`src/rtl/noc_proc_if_pkg.sv`:
```
// Shared definitions for the processor-side NoC interface: TX/RX state
// encodings, header flit field offsets and the header-build helper.
package noc_proc_if_pkg;

    typedef enum logic [1:0] {
        T_IDLE = 2'd0,
        T_LOAD = 2'd1,
        T_REQ  = 2'd2,
        T_REL  = 2'd3
    } tx_state_e;

    typedef enum logic [1:0] {
        R_IDLE = 2'd0,
        R_HOLD = 2'd1,
        R_ACK  = 2'd2
    } rx_state_e;

    // Header flit layout; bits above HDR_W are always zero.
    localparam int HDR_DSTX_LSB = 0;
    localparam int HDR_DSTY_LSB = 4;
    localparam int HDR_LEN_LSB  = 8;
    localparam int HDR_SRCX_LSB = 16;
    localparam int HDR_SRCY_LSB = 20;
    localparam int HDR_W        = 24;

    function automatic logic [HDR_W-1:0] build_hdr(
        input logic [3:0] dstx,
        input logic [3:0] dsty,
        input logic [7:0] len,
        input logic [3:0] srcx,
        input logic [3:0] srcy
    );
        logic [HDR_W-1:0] h;
        h = '0;
        h[HDR_DSTX_LSB +: 4] = dstx;
        h[HDR_DSTY_LSB +: 4] = dsty;
        h[HDR_LEN_LSB  +: 8] = len;
        h[HDR_SRCX_LSB +: 4] = srcx;
        h[HDR_SRCY_LSB +: 4] = srcy;
        return h;
    endfunction

endpackage

```
`src/rtl/noc_sync2.sv`:
```
// Single-bit two-flop synchronizer with asynchronous active-low reset.
module noc_sync2 (
    input  logic clk_i,
    input  logic rst_ni,
    input  logic d_i,
    output logic q_o
);

    logic meta_q;
    logic sync_q;

    // Two back-to-back flops give the first stage a full cycle to resolve.
    always_ff @(posedge clk_i or negedge rst_ni) begin
        if (!rst_ni) begin
            meta_q <= 1'b0;
            sync_q <= 1'b0;
        end else begin
            meta_q <= d_i;
            sync_q <= meta_q;
        end
    end

    assign q_o = sync_q;

endmodule

```
`src/rtl/noc_proc_if.sv`:
```
// Processor-side network interface: packetises TX requests into header +
// payload flits over a four-phase req/ack link to the router, and unpacks
// incoming flits into a valid/ready stream flagged with rx_hdr.
// Optional build macro: NOC_IF_SYNC_EN inserts two-flop synchronizers on
// net_ack_i and rx_req_i (router in another clock domain).
module noc_proc_if import noc_proc_if_pkg::*; #(
    parameter int n    = 32,
    parameter int srcx = 0,
    parameter int srcy = 0,
    parameter int maxx = 2,
    parameter int maxy = 2
) (
    input  logic         clk,
    input  logic         rst,
    input  logic         tx_start,
    input  logic [3:0]   tx_dstx,
    input  logic [3:0]   tx_dsty,
    input  logic [7:0]   tx_len,
    output logic         tx_busy,
    output logic         tx_err,
    input  logic [n-1:0] tx_data,
    input  logic         tx_valid,
    output logic         tx_ready,
    output logic [n-1:0] net_data_o,
    output logic         net_req_o,
    input  logic         net_ack_i,
    input  logic [n-1:0] rx_data_i,
    input  logic         rx_req_i,
    output logic         rx_ack_o,
    output logic [n-1:0] rx_data,
    output logic         rx_valid,
    output logic         rx_hdr,
    input  logic         rx_ready
);

    localparam logic [3:0] MAXX4 = 4'(maxx);
    localparam logic [3:0] MAXY4 = 4'(maxy);
    localparam logic [3:0] SRCX4 = 4'(srcx);
    localparam logic [3:0] SRCY4 = 4'(srcy);

    logic ack_s;
    logic req_s;

`ifdef NOC_IF_SYNC_EN
    noc_sync2 u_sync_ack (.clk_i(clk), .rst_ni(rst), .d_i(net_ack_i), .q_o(ack_s));
    noc_sync2 u_sync_req (.clk_i(clk), .rst_ni(rst), .d_i(rx_req_i),  .q_o(req_s));
`else
    assign ack_s = net_ack_i;
    assign req_s = rx_req_i;
`endif

    tx_state_e    tx_state_q, tx_state_d;
    logic [7:0]   tx_cnt_q, tx_cnt_d;
    logic [n-1:0] net_data_q, net_data_d;
    logic         net_req_q, net_req_d;
    logic         tx_err_q, tx_err_d;
    logic         tx_ready_c;
    logic [n-1:0] hdr_flit;
    logic         dst_legal;

    rx_state_e    rx_state_q, rx_state_d;
    logic [7:0]   rx_cnt_q, rx_cnt_d;
    logic [n-1:0] rx_data_q, rx_data_d;
    logic         rx_valid_q, rx_valid_d;
    logic         rx_hdr_q, rx_hdr_d;
    logic         rx_ack_q, rx_ack_d;

    // Header word for the pending start request, zero-extended to flit width.
    always_comb begin
        hdr_flit = '0;
        hdr_flit[HDR_W-1:0] = build_hdr(tx_dstx, tx_dsty, tx_len, SRCX4, SRCY4);
    end

    assign dst_legal = (tx_dstx <= MAXX4) && (tx_dsty <= MAXY4);

    // TX next-state: data is loaded in T_LOAD a cycle before req rises and
    // only changes again once the router has released ack.
    always_comb begin
        tx_state_d = tx_state_q;
        tx_cnt_d   = tx_cnt_q;
        net_data_d = net_data_q;
        net_req_d  = net_req_q;
        tx_err_d   = 1'b0;
        tx_ready_c = 1'b0;
        case (tx_state_q)
            T_IDLE: begin
                if (tx_start) begin
                    if (dst_legal) begin
                        tx_state_d = T_LOAD;
                        net_data_d = hdr_flit;
                        tx_cnt_d   = tx_len;
                    end else begin
                        tx_err_d = 1'b1;
                    end
                end
            end
            T_LOAD: begin
                tx_state_d = T_REQ;
                net_req_d  = 1'b1;
            end
            T_REQ: begin
                if (ack_s) begin
                    tx_state_d = T_REL;
                    net_req_d  = 1'b0;
                end
            end
            T_REL: begin
                if (!ack_s) begin
                    if (tx_cnt_q == 8'd0) begin
                        tx_state_d = T_IDLE;
                    end else if (tx_valid) begin
                        tx_ready_c = 1'b1;
                        net_data_d = tx_data;
                        tx_cnt_d   = tx_cnt_q - 8'd1;
                        tx_state_d = T_LOAD;
                    end
                end
            end
            default: tx_state_d = T_IDLE;
        endcase
    end

    // TX state register; reset abandons any packet in flight.
    always_ff @(posedge clk or negedge rst) begin
        if (!rst) begin
            tx_state_q <= T_IDLE;
            tx_cnt_q   <= 8'd0;
            net_data_q <= '0;
            net_req_q  <= 1'b0;
            tx_err_q   <= 1'b0;
        end else begin
            tx_state_q <= tx_state_d;
            tx_cnt_q   <= tx_cnt_d;
            net_data_q <= net_data_d;
            net_req_q  <= net_req_d;
            tx_err_q   <= tx_err_d;
        end
    end

    // RX next-state: a zero payload counter means the next flit is a header.
    always_comb begin
        rx_state_d = rx_state_q;
        rx_cnt_d   = rx_cnt_q;
        rx_data_d  = rx_data_q;
        rx_valid_d = rx_valid_q;
        rx_hdr_d   = rx_hdr_q;
        rx_ack_d   = rx_ack_q;
        case (rx_state_q)
            R_IDLE: begin
                if (req_s) begin
                    rx_data_d  = rx_data_i;
                    rx_valid_d = 1'b1;
                    rx_hdr_d   = (rx_cnt_q == 8'd0);
                    if (rx_cnt_q == 8'd0) begin
                        rx_cnt_d = rx_data_i[HDR_LEN_LSB +: 8];
                    end else begin
                        rx_cnt_d = rx_cnt_q - 8'd1;
                    end
                    rx_state_d = R_HOLD;
                end
            end
            R_HOLD: begin
                if (rx_ready) begin
                    rx_valid_d = 1'b0;
                    rx_hdr_d   = 1'b0;
                    rx_ack_d   = 1'b1;
                    rx_state_d = R_ACK;
                end
            end
            R_ACK: begin
                if (!req_s) begin
                    rx_ack_d   = 1'b0;
                    rx_state_d = R_IDLE;
                end
            end
            default: rx_state_d = R_IDLE;
        endcase
    end

    // RX state register; reset forces the next received flit to be a header.
    always_ff @(posedge clk or negedge rst) begin
        if (!rst) begin
            rx_state_q <= R_IDLE;
            rx_cnt_q   <= 8'd0;
            rx_data_q  <= '0;
            rx_valid_q <= 1'b0;
            rx_hdr_q   <= 1'b0;
            rx_ack_q   <= 1'b0;
        end else begin
            rx_state_q <= rx_state_d;
            rx_cnt_q   <= rx_cnt_d;
            rx_data_q  <= rx_data_d;
            rx_valid_q <= rx_valid_d;
            rx_hdr_q   <= rx_hdr_d;
            rx_ack_q   <= rx_ack_d;
        end
    end

    assign tx_busy    = (tx_state_q != T_IDLE);
    assign tx_err     = tx_err_q;
    assign tx_ready   = tx_ready_c;
    assign net_data_o = net_data_q;
    assign net_req_o  = net_req_q;
    assign rx_ack_o   = rx_ack_q;
    assign rx_data    = rx_data_q;
    assign rx_valid   = rx_valid_q;
    assign rx_hdr     = rx_hdr_q;

endmodule
```
`config.mk`:
```
export PLATFORM = sky130hd
export DESIGN_NAME = noc_proc_if
export DESIGN_NICKNAME = d
export VERILOG_FILES = /design/src/rtl/noc_proc_if_pkg.sv /design/src/rtl/noc_sync2.sv /design/src/rtl/noc_proc_if.sv
export SDC_FILE = /design/constraint.sdc
export NUM_CORES = 1
export LEC_CHECK = 0
export ABC_AREA = 1
export BUFFER_PORTS_ARGS = -buffer_cell sky130_fd_sc_hd__buf_2
export CORE_MARGIN = 8
export CORE_UTILIZATION = 54
export CTS_BUF_LIST = sky130_fd_sc_hd__clkbuf_4 sky130_fd_sc_hd__clkbuf_8 sky130_fd_sc_hd__clkbuf_16
export CTS_CLUSTER_DIAMETER = 80
export DETAILED_ROUTE_END_ITERATION = 12
export PLACE_DENSITY = 0.92
export SETUP_SLACK_MARGIN = 0.02
export SYNTH_ARGS = -nofsm -noshare
export SYNTH_HDL_FRONTEND = slang
export SYNTH_HIERARCHICAL = 1
export SYNTH_SLANG_ARGS = --single-unit
```
`constraint.sdc`:
```
create_clock -name clk -period 4.64 [get_ports clk]
set_input_delay 0 -clock clk [delete_from_list [all_inputs] [get_ports clk]]
set_output_delay 0 -clock clk [all_outputs]
set_load 0.02 [all_outputs]
```
# Word-level counts from Yosys, hierarchy flattened
# Cells that the tools add are included.
# classes
n_addsub	2
magnitude_cmp	2
n_eq_ne	15
muxes	41
reduce_logical	17
# op_table
cell	n
2-to-1 mux 32 bit	5
case mux 32 bit (2 select lines)	1
2-to-1 mux 8 bit	6
2-to-1 mux 2 bit	9
inequality test 2 bit (second input constant)	9
zero test 8 bit	2
case mux 8 bit (2 select lines)	1
subtractor 8 x 1 -> 8 bit (second input constant)	2
2-to-1 mux 1 bit	13
nonzero test 2 bit	5
AND reduction 3 bit	3
less-or-equal comparator 4 x 2 -> 1 bit (second input constant)	2
case mux 1 bit (2 select lines)	4
case mux 2 bit (4 select lines)	1
== test 2 bit (second input constant)	3
case mux 2 bit (3 select lines)	1
AND reduction 6 bit	1
AND reduction 5 bit	1
== test 2 x 1 -> 1 bit (second input constant)	2
zero test 2 bit	2
AND reduction 2 bit	2
inequality test 3 bit (second input constant)	1
logical AND 1 bit	1
# word_totals
regBits	89
input_bits	87
out_inout_bits	71
word_cells	88

# Longest topological paths before layout
# Gate-level depths: netlist of run 1.
# logic_depth
ltp_word	5
mapped_depth	10
mapped_depth_nobuf	9

# Least setup slack after synthesis of run 1
# OpenSTA, ideal clock, no wires.
# synth_timing
path_type	register to register
startpoint	register tx_state_q[0]
endpoint	register net_data_q[0], in the netlist net_data_o[0]
setup_ns	0.123
arrival_ns	1.445
required_ns	4.517
slack_ns	3.072
path_stages_with_launch	8
path_buffers	1
period_less_slack_ns	1.568
cell_sequence	dfrtp_1 > inv_1 > ha_1 > a22oi_1 > nand3_2 > clkbuf_1 > o21ai_0 > nand2_1
# synth_via
elab_chain_cells	3
word_cells_on_any_way	10
cone_classes	eq/ne (6); mux (1); reduce/logical (3)
# synth_lines
element	line_no	rtl
from (decl)	noc_proc_if.sv:52	tx_state_e tx_state_q, tx_state_d;
from (signal assigned)	noc_proc_if.sv:132	tx_state_q <= tx_state_d;
== test 2 bit / zero test 2 bit (equally long branches)	noc_proc_if.sv:85	case (tx_state_q)
inequality test 2 bit (no line) / nonzero test 2 bit (equally long branches)	--	
AND reduction 6 bit (no line)	--	
to (signal assigned)	noc_proc_if.sv:134	net_data_q <= net_data_d;
to (decl)	noc_proc_if.sv:54	logic [n-1:0] net_data_q, net_data_d;
# Parallel ways exist; a longest one is shown, timed or not.
# A chain may end at the register's enable or synchronous reset.

# Worst setup path after layout of run 1
# layout_timing
startpoint	register tx_state_q[0]
endpoint	register net_data_q[30], in the netlist net_data_o[30]
# Same word-level chain as after synthesis.

==> impl_metrics.env, run 1 <==
export IMPL_result_of_the_run="complete, no violations"
export IMPL_synth_yosys_seq_area_share_pct=50.4
export IMPL_floorplan_initialDensity_pct=54.6
export IMPL_clk_pin_slew_worst_paths_ps=100
export IMPL_max_clock_path_buffers=2
export IMPL_worst_hold_path_endpoint="net_data_o[9]"
export IMPL_total_power_w=0.00414
export IMPL_share_of_final_layout_standard_cells_stronger_than_drive_strength_1_pct=23.4
export IMPL_postSynth_asyncResetShare_pct=100
export IMPL_r2r_worst_path_cells=9
export IMPL_cts_repair_resize_count=0
export IMPL_critical_path_top_delay_family="simple AND/OR/NAND/NOR gates"
export IMPL_synth_top_area_cell="sky130_fd_sc_hd__dfrtp_1"
export IMPL_start_kind="register"
export IMPL_min_delay_path_class="input port to register"
export IMPL_area_growth_syn_to_layout_pct=42.7
export IMPL_drc=0
export IMPL_finalWorstPathRequiredPeriod_ps=3740
export IMPL_ir_worst_vdd_mv=0.752
export IMPL_syn_instance_count=590
export IMPL_path_max_fanout=41
export IMPL_vias_per_cell=5.28
export IMPL_cts_tree="done"
export IMPL_yosys_register_bits=89
export IMPL_clk_latency_ps=350
export IMPL_cts_root_buf="sky130_fd_sc_hd__clkbuf_8"
export IMPL_critical_path_class="register to register"
export IMPL_achievable_frequency_ghz=0.267
export IMPL_total_setup_violations_reported_at_the_end_of_the_flow=0
export IMPL_total_negative_slack_ps=0
export IMPL_grtUsageTotal_pct=26.2
export IMPL_critical_path_cell_chain="ha_1 > inv_1 > buf_4 > nor2_1 > inv_1 > nand3_2 > nor2_4 > nand2_1 > nand2_1"
export IMPL_clock_tree_htree_level_count=3
export IMPL_die_width_microns=106
export IMPL_unrepaired_setup_endpoints_after_global_routing="false"
export IMPL_num_io_pins=158
export IMPL_timing_hold_worst_path_depth=5
export IMPL_nFillCells=500
export IMPL_max_stage_delay_ps=1010
export IMPL_ys_types=24
export IMPL_cp_slowest_cell="sky130_fd_sc_hd__nor2_4"
export IMPL_number_of_global_route_vias_before_repair=5063
export IMPL_worst_r2r_setup_slack_ps=900
export IMPL_global_route_wire_length_before_repair_mm=24.5
export IMPL_worst_r2r_endpoint="net_data_o[30]"
export IMPL_worst_setup_path_end_kind="register"
export IMPL_slew_headroom_pct=11.0
export IMPL_crit_reg2reg_launch="tx_state_q[0]"
export IMPL_grt_antenna_before_repair=0
export IMPL_global_route_overflow_total=0
export IMPL_avgRoutedWirePerCell_microns=15.7
export IMPL_fin_worst_skew_ps=15.6
export IMPL_vias=4910
export IMPL_yosys_warnings=6
export IMPL_worst_hold_startpoint="tx_len[1]"
export IMPL_floorplan_rows=33
export IMPL_place_hpwl_mm=8.42
export IMPL_fin_util_pct=77.9
export IMPL_cts_sinks=89
export IMPL_worst_endpoint_required_ps=4920
export IMPL_die_area_sq_um=11300
export IMPL_dieHeight_microns=106
export IMPL_postSynth_topFlopCell="sky130_fd_sc_hd__dfrtp_1"
export IMPL_drv_slew=0
export IMPL_worst_path_buf_inv=3
export IMPL_design_core_area_sq_um=8090
export IMPL_port_buffer_count=157
export IMPL_cells_taking_the_most_area_after_synthesis="sky130_fd_sc_hd__dfrtp_1 50%, sky130_fd_sc_hd__nand2_1 23%, sky130_fd_sc_hd__o21ai_0 7.6%"
export IMPL_p_leak_nw=3.64
export IMPL_ant_nets=0
export IMPL_detailedRoute_firstIterationViolations=330
export IMPL_cts_buffers=9
export IMPL_synth_edff_count=0
export IMPL_post_synth_top_area_fraction_pct=50.4
export IMPL_final_net_count=914
export IMPL_wirelength_mm=14.6
export IMPL_synthesis_area_per_instance_sq_um=7.49
export IMPL_gp_routability_congestion=0.872
export IMPL_final_period_utilization_pct=80.6
export IMPL_max_cap_violations=0
export IMPL_report_final_hold_viol_count=0
export IMPL_drtPass1Iterations=5
export IMPL_power_per_cell_area_nw_per_um2=657
export IMPL_mappedNetlistNets=684
export IMPL_synth_area_sq_um=4420
export IMPL_timing_critical_path_arrival_ps=4020
export IMPL_grt_start_max_net_pins=90
export IMPL_antenna_cells_inserted=0
export IMPL_worst_slew_pin_slew_ps=1330
routing by layer:
metal / track usage (%) / up-vias / wire, microns
met5: 0 / - / 0
met4: 11.5 / 0 / 462
met3: 6.84 / 50 / 1310
met2: 46.9 / 277 / 7500
met1: 28.6 / 2284 / 5320
li1: - / 2299 / -
timing repair:
action                    CTS  global route
buffers inserted            0             0
hold buffers               87             0
hold endpoints to repair  169             0
sequential cells by signal, indices dropped and copies added (netlist names):
name / count
tx_cnt_q: 8
rx_valid: 1
rx_cnt_q: 8
rx_hdr: 1
rx_ack_o: 1
rx_state_q: 2
net_data_o: 32
net_req_o: 1
tx_err: 1
rx_data: 32
tx_state_q: 2
worst min-delay path, cell delays in order:
cell                      delay (ps)
sky130_fd_sc_hd__buf_2            70
sky130_fd_sc_hd__nand2_1          70
sky130_fd_sc_hd__nand2_1          90
sky130_fd_sc_hd__nand2_1          60
sky130_fd_sc_hd__nand2_1          60
cell usage after synthesis, types with 2 or more instances:
| cell type | instances |
|---|---|
| sky130_fd_sc_hd__a21oi_1 | 12 |
| sky130_fd_sc_hd__a22oi_1 | 2 |
| sky130_fd_sc_hd__buf_2 | 10 |
| sky130_fd_sc_hd__buf_6 | 3 |
| sky130_fd_sc_hd__clkbuf_1 | 13 |
| sky130_fd_sc_hd__dfrtp_1 | 89 |
| sky130_fd_sc_hd__ha_1 | 7 |
| sky130_fd_sc_hd__inv_1 | 49 |
| sky130_fd_sc_hd__nand2_1 | 273 |
| sky130_fd_sc_hd__nand2_2 | 12 |
| sky130_fd_sc_hd__nand3_1 | 15 |
| sky130_fd_sc_hd__nand4_1 | 2 |
| sky130_fd_sc_hd__nor2_1 | 24 |
| sky130_fd_sc_hd__nor2_2 | 2 |
| sky130_fd_sc_hd__o211ai_1 | 2 |
| sky130_fd_sc_hd__o21ai_0 | 67 |
final cells by class:
| cell class | count | area (sq um) | share of cell area [%] |
|---|---|---|---|
| Tap cell | 105 | 131 | 2.08 |
| Multi-Input combinational cell | 425 | 1860 | 29.5 |
| Timing Repair Buffer | 246 | 1670 | 26.6 |
| Sequential cell | 89 | 2230 | 35.3 |
| Clock inverter | 6 | 90.1 | 1.43 |
| Inverter | 49 | 184 | 2.92 |
| Clock buffer | 10 | 138 | 2.18 |
power breakdown:
group          total, W  leakage [nW]  switching, W  internal [W]
sequential      0.00136          1.12      0.000222       0.00114
clock          0.000604         0.113      0.000284      0.000320
combinational   0.00217          2.41       0.00149      0.000683
total           0.00414          3.64       0.00200       0.00215
layout by cell type (no fill, tap or decap):
| cell type | instances |
|---|---|
| sky130_fd_sc_hd__nand2_1 | 273 |
| sky130_fd_sc_hd__a21oi_1 | 12 |
| sky130_fd_sc_hd__dlygate4sd3_1 | 87 |
| sky130_fd_sc_hd__or2_2 | 1 |
| sky130_fd_sc_hd__inv_6 | 1 |
| sky130_fd_sc_hd__nor3_1 | 1 |
| sky130_fd_sc_hd__nand3_1 | 15 |
| sky130_fd_sc_hd__inv_1 | 49 |
| sky130_fd_sc_hd__bufinv_16 | 2 |
| sky130_fd_sc_hd__nor2_2 | 2 |
| sky130_fd_sc_hd__clkinv_2 | 1 |
| sky130_fd_sc_hd__o22ai_1 | 1 |
| sky130_fd_sc_hd__a22oi_1 | 2 |
| sky130_fd_sc_hd__buf_4 | 3 |
| sky130_fd_sc_hd__ha_1 | 7 |
| sky130_fd_sc_hd__nor2_4 | 1 |
| sky130_fd_sc_hd__o211ai_1 | 2 |
| sky130_fd_sc_hd__o31ai_1 | 1 |
| sky130_fd_sc_hd__dfrtp_1 | 89 |
| sky130_fd_sc_hd__clkinvlp_4 | 1 |
| sky130_fd_sc_hd__clkbuf_8 | 10 |
| sky130_fd_sc_hd__nand2_2 | 12 |
| sky130_fd_sc_hd__nand4_1 | 2 |
| sky130_fd_sc_hd__o21ai_2 | 1 |
| sky130_fd_sc_hd__o21ai_0 | 67 |
| sky130_fd_sc_hd__nand3_2 | 1 |
| sky130_fd_sc_hd__nor2_1 | 24 |
| sky130_fd_sc_hd__clkinv_4 | 1 |
| sky130_fd_sc_hd__buf_2 | 156 |
kinds of logic (layout without fill, tap and decap cells):
family                   Yosys count  count (layout)  share of synthesized area [%]
flip-flops                        89              89                           50.4
AND/OR/NAND/NOR                  332             332                           29.9
adder cells (fa/ha/maj)            7               7                           1.98
AO/OA/AOI/OAI                     86              86                           10.1
buffers and inverters             76             311                           7.51
stage by stage:
step | instances | cell area, sq um | setup slack (ps) | hold slack [ps]
final | 930 | 6300 | 900 | 35.9
after global routing | 930 | 6300 | 598 | 37.8
after CTS | 930 | 6300 | 1070 | 0.599
after detailed placement | 827 | 5200 | 1090 | 199
after global placement | 827 | 5200 | 1260 | 196
after floorplan | 590 | 4420 | 3070 | -296
worst max-delay path by stage:
| stage | cells past startpoint | slack, ps | end | from |
|---|---|---|---|---|
| 2_1_floorplan | 7 | 3070 | net_data_o[0] | tx_state_q[0] |
| 3_3_place_gp | 9 | 1260 | net_data_o[15] | tx_state_q[0] |
| 3_5_place_dp | 9 | 1090 | net_data_o[30] | tx_state_q[0] |
| 4_1_cts | 9 | 1070 | net_data_o[30] | tx_state_q[0] |
| 5_1_grt | 9 | 600 | net_data_o[30] | tx_state_q[0] |
| 6_report | 9 | 900 | net_data_o[30] | tx_state_q[0] |
(Power assumes the default switching activity.)
==> inputs of run 2 (changes only) <==
--- a/config.mk
+++ b/config.mk
@@ -5,14 +5,14 @@
 export SDC_FILE = /design/constraint.sdc
 export NUM_CORES = 1
 export LEC_CHECK = 0
-export ABC_AREA = 1
+export ABC_AREA = 0
 export BUFFER_PORTS_ARGS = -buffer_cell sky130_fd_sc_hd__buf_2
 export CORE_MARGIN = 8
-export CORE_UTILIZATION = 54
+export CORE_UTILIZATION = 49
 export CTS_BUF_LIST = sky130_fd_sc_hd__clkbuf_4 sky130_fd_sc_hd__clkbuf_8 sky130_fd_sc_hd__clkbuf_16
 export CTS_CLUSTER_DIAMETER = 80
 export DETAILED_ROUTE_END_ITERATION = 12
-export PLACE_DENSITY = 0.92
+export PLACE_DENSITY = 0.86
 export SETUP_SLACK_MARGIN = 0.02
 export SYNTH_ARGS = -nofsm -noshare
 export SYNTH_HDL_FRONTEND = slang
==> constraint.sdc (replaced) <==
create_clock -name clk -period 3.6 [get_ports clk]
set_input_delay 0 -clock clk [delete_from_list [all_inputs] [get_ports clk]]
set_output_delay 0 -clock clk [all_outputs]
set_load 0.02 [all_outputs]
==> run 2 against run 1 <==
  * Worst hold slack worse by 24 ps
  * Sequential power grew 29%
  * Cell count fell by 15%
==> impl_metrics.env, run 2 <==
export IMPL_result_of_the_run="complete, no violations"
export IMPL_fin_worst_hold_slack_ps=12.3
export IMPL_gp_routability_congestion=0.848
export IMPL_multiplexer_share_of_the_synthesized_area_pct=4.96
export IMPL_vias_per_cell=5.24
export IMPL_critical_path_top_delay_family="simple AND/OR/NAND/NOR gates"
export IMPL_drv_slew=0
export IMPL_grt_util_met1_pct=25.0
export IMPL_cts_repair_resize_count=0
export IMPL_worst_hold_path_endpoint="net_data_o[13]"
export IMPL_synthesis_area_per_instance_sq_um=9.07
export IMPL_slew_headroom_pct=27.4
export IMPL_timing_critical_path_arrival_ps=3010
export IMPL_die_width_microns=107
export IMPL_final_period_utilization_pct=77.7
export IMPL_synth_top_family_by_area="simple AND/OR/NAND/NOR gates"
export IMPL_synth_area_sq_um=4090
export IMPL_max_clock_path_buffers=2
export IMPL_global_route_peak_usage_layer="met2"
export IMPL_yosys_warnings=6
export IMPL_global_route_wire_length_before_repair_mm=21.2
export IMPL_design_core_area_sq_um=8180
export IMPL_place_hpwl_mm=8.11
export IMPL_worst_endpoint_required_ps=3820
export IMPL_power_per_cell_area_nw_per_um2=782
export IMPL_mappedNetlistNets=545
export IMPL_critical_path_cell_chain="ha_2 > or3b_2 > or4_4 > nand3_4 > buf_4 > o21ai_0"
export IMPL_fin_util_pct=72.6
export IMPL_crit_reg2reg_launch="tx_state_q[0]"
export IMPL_cells_taking_the_most_area_after_synthesis="sky130_fd_sc_hd__dfrtp_1 54%, sky130_fd_sc_hd__nand2_1 15%, sky130_fd_sc_hd__o21ai_0 5.4%"
export IMPL_worst_setup_path_end_kind="register"
export IMPL_timing_hold_worst_path_depth=3
export IMPL_unrepaired_setup_endpoints_after_global_routing="false"
export IMPL_seqPwrFrac_pct=37.9
export IMPL_r2r_worst_path_cells=6
export IMPL_wirelength_mm=13.0
export IMPL_path_max_fanout=46
export IMPL_fin_worst_skew_ps=12.8
export IMPL_area_growth_syn_to_layout_pct=45.2
export IMPL_floorplan_initialDensity_pct=50.0
export IMPL_worst_slew_pin_slew_ps=1090
export IMPL_drtPass1Iterations=4
export IMPL_met2_usage_pct=40.1
export IMPL_synth_yosys_seq_area_share_pct=54.5
export IMPL_p_int_w=0.00252
export IMPL_final_critical_path_setup_slack_ps=804
export IMPL_worst_hold_startpoint="tx_len[5]"
export IMPL_globalRouteMet3Util_pct=6.77
export IMPL_dp_worst_setup_slack_ps=848
export IMPL_netSwitchingPower_w=0.00212
export IMPL_report_final_hold_viol_count=0
export IMPL_worst_r2r_endpoint="net_data_o[30]"
export IMPL_dieHeight_microns=107
export IMPL_p_leak_nw=3.01
export IMPL_vias=4162
export IMPL_postSynth_topFlopCell="sky130_fd_sc_hd__dfrtp_1"
export IMPL_worst_r2r_setup_slack_ps=800
export IMPL_ir_worst_vdd_mv=0.527
export IMPL_avgRoutedWirePerCell_microns=16.4
export IMPL_cp_slowest_cell="sky130_fd_sc_hd__or3b_2"
export IMPL_ys_types=46
export IMPL_ant_nets=0
export IMPL_cts_root_buf="sky130_fd_sc_hd__clkbuf_8"
export IMPL_grt_start_max_net_pins=90
export IMPL_post_synth_fa_ha_maj_area_fraction_pct=2.14
export IMPL_port_buffer_count=157
export IMPL_achievable_frequency_ghz=0.358
export IMPL_grt_antenna_before_repair=0
export IMPL_cts_tree="done"
export IMPL_critical_path_class="register to register"
export IMPL_clk_latency_ps=350
export IMPL_total_setup_violations_reported_at_the_end_of_the_flow=0
export IMPL_finalWorstPathRequiredPeriod_ps=2800
export IMPL_max_cap_violations=0
export IMPL_grtUsageTotal_pct=22.6
export IMPL_clock_tree_htree_level_count=3
export IMPL_share_of_final_layout_standard_cells_stronger_than_drive_strength_1_pct=26.7
export IMPL_syn_instance_count=451
export IMPL_cts_setup_buffers=0
export IMPL_clkPwrFrac_pct=13.0
export IMPL_most_common_cell_in_the_netlist="sky130_fd_sc_hd__nand2_1"
export IMPL_final_net_count=778
export IMPL_power_switching_fraction_pct=45.7
export IMPL_synth_xor_area_share_pct=0
export IMPL_total_negative_slack_ps=0
export IMPL_max_stage_delay_ps=480
export IMPL_postSynth_asyncResetShare_pct=100
export IMPL_number_of_global_route_vias_before_repair=4265
export IMPL_cts_sinks=89
export IMPL_detailedRoute_firstIterationViolations=218
export IMPL_cts_buffers=9
export IMPL_most_common_layout_cells="162 x sky130_fd_sc_hd__nand2_1, 156 x sky130_fd_sc_hd__buf_2, 89 x sky130_fd_sc_hd__dfrtp_1"
export IMPL_min_delay_path_class="input port to register"
export IMPL_post_synth_top_area_fraction_pct=54.5
export IMPL_synth_top_area_cell="sky130_fd_sc_hd__dfrtp_1"
export IMPL_synth_compound_area_share_pct=12.2
export IMPL_worst_path_buf_inv=1
export IMPL_num_io_pins=158
export IMPL_yosys_register_bits=89
export IMPL_floorplan_rows=33
export IMPL_drc=0
export IMPL_synth_edff_count=0
export IMPL_die_area_sq_um=11500
export IMPL_simple_gate_fraction_of_synth_area_pct=22.4
export IMPL_comb_power_share_pct=49.1
export IMPL_start_kind="register"
export IMPL_clk_pin_slew_worst_paths_ps=90
export IMPL_synth_top_cells_by_count="162 x sky130_fd_sc_hd__nand2_1, 89 x sky130_fd_sc_hd__dfrtp_1, 44 x sky130_fd_sc_hd__o21ai_0"
export IMPL_global_route_overflow_total=0
export IMPL_final_common_cell="sky130_fd_sc_hd__nand2_1"
-- run 2: cell types whose count changed after synthesis, moves of 5 or more --
cell                      delta
sky130_fd_sc_hd__nor2_1     -12
sky130_fd_sc_hd__nand2_1   -111
sky130_fd_sc_hd__buf_2       -8
sky130_fd_sc_hd__nand3_1     -9
sky130_fd_sc_hd__a21oi_1     +5
sky130_fd_sc_hd__nand2_2    -12
sky130_fd_sc_hd__o21ai_0    -23
sky130_fd_sc_hd__inv_1      -36
sky130_fd_sc_hd__mux2i_1    +18
sky130_fd_sc_hd__nor3_1      +9
-- run 2: kinds of logic (layout without fill, tap and decap cells) --
| kind of cell | after synthesis | in the layout |
|---|---|---|
| AOI/OAI and AO/OA | 86 | 86 |
| muxes | 20 | 20 |
| DFF | 89 | 89 |
| other | 0 | 1 |
| buffers and inverters | 35 | 272 |
| adders and majority gates | 7 | 7 |
| and+or+nand+nor | 214 | 214 |
-- run 2: worst max-delay path by stage --
stage,end,start,cells past startpoint
6_report,net_data_o[30],tx_state_q[0],6
4_1_cts,net_data_o[17],tx_state_q[0],6
3_5_place_dp,net_data_o[17],tx_state_q[0],6
2_1_floorplan,tx_cnt_q[4],tx_cnt_q[0],7
3_3_place_gp,tx_cnt_q[0],tx_state_q[0],6
5_1_grt,net_data_o[30],tx_state_q[0],6
-- run 2: per-stage QoR --
| step | power, W | cell area (sq um) | cells |
|---|---|---|---|
| finish | 0.00464 | 5940 | 794 |
| global route | 0.00498 | 5930 | 793 |
| CTS | 0.00463 | 5930 | 793 |
| detailed placement | 0.00392 | 4940 | 695 |
| global placement | 0.00381 | 4940 | 695 |
| floorplan | 0.00321 | 4090 | 451 |
-- run 2: routing by layer --
| metal | vias to the layer above | part of all wire (%) |
|---|---|---|
| li1 | 1979 | - |
| met1 | 1951 | 38 |
| met2 | 204 | 51 |
| met3 | 28 | 8.7 |
| met4 | 0 | 2.4 |
| met5 | - | 0 |
-- run 2: cell type report --
type                    count  area [sq um]
diodes                      1          2.50
clock buffers               9           124
clock inverters             6          42.5
fillers                   594          2240
inverters                  13          48.8
multi-input cells         327          1710
flip-flops and latches     89          2230
well taps                 105           131
repair buffers            244          1650
-- run 2: worst min-delay path, stage by stage --
cell and delay (ps):
sky130_fd_sc_hd__buf_2 100, sky130_fd_sc_hd__mux2i_1 80, sky130_fd_sc_hd__o21ai_0 140
-- run 2: what timing repair did --
| item | CTS | global route |
|---|---|---|
| hold buffers | 83 | 0 |
| endpoints found under the setup margin | 0 | 0 |
| endpoints found under the hold margin | 168 | 0 |
-- run 2: power by group through the flow --
stage	registers, W	clock network, W	logic (W)
floorplan	0.00213	0	0.00108
global placement	0.00173	0	0.00207
detailed placement	0.00176	0	0.00215
CTS	0.00174	0.000620	0.00226
global route	0.00182	0.000663	0.00250
finish	0.00176	0.000604	0.00228
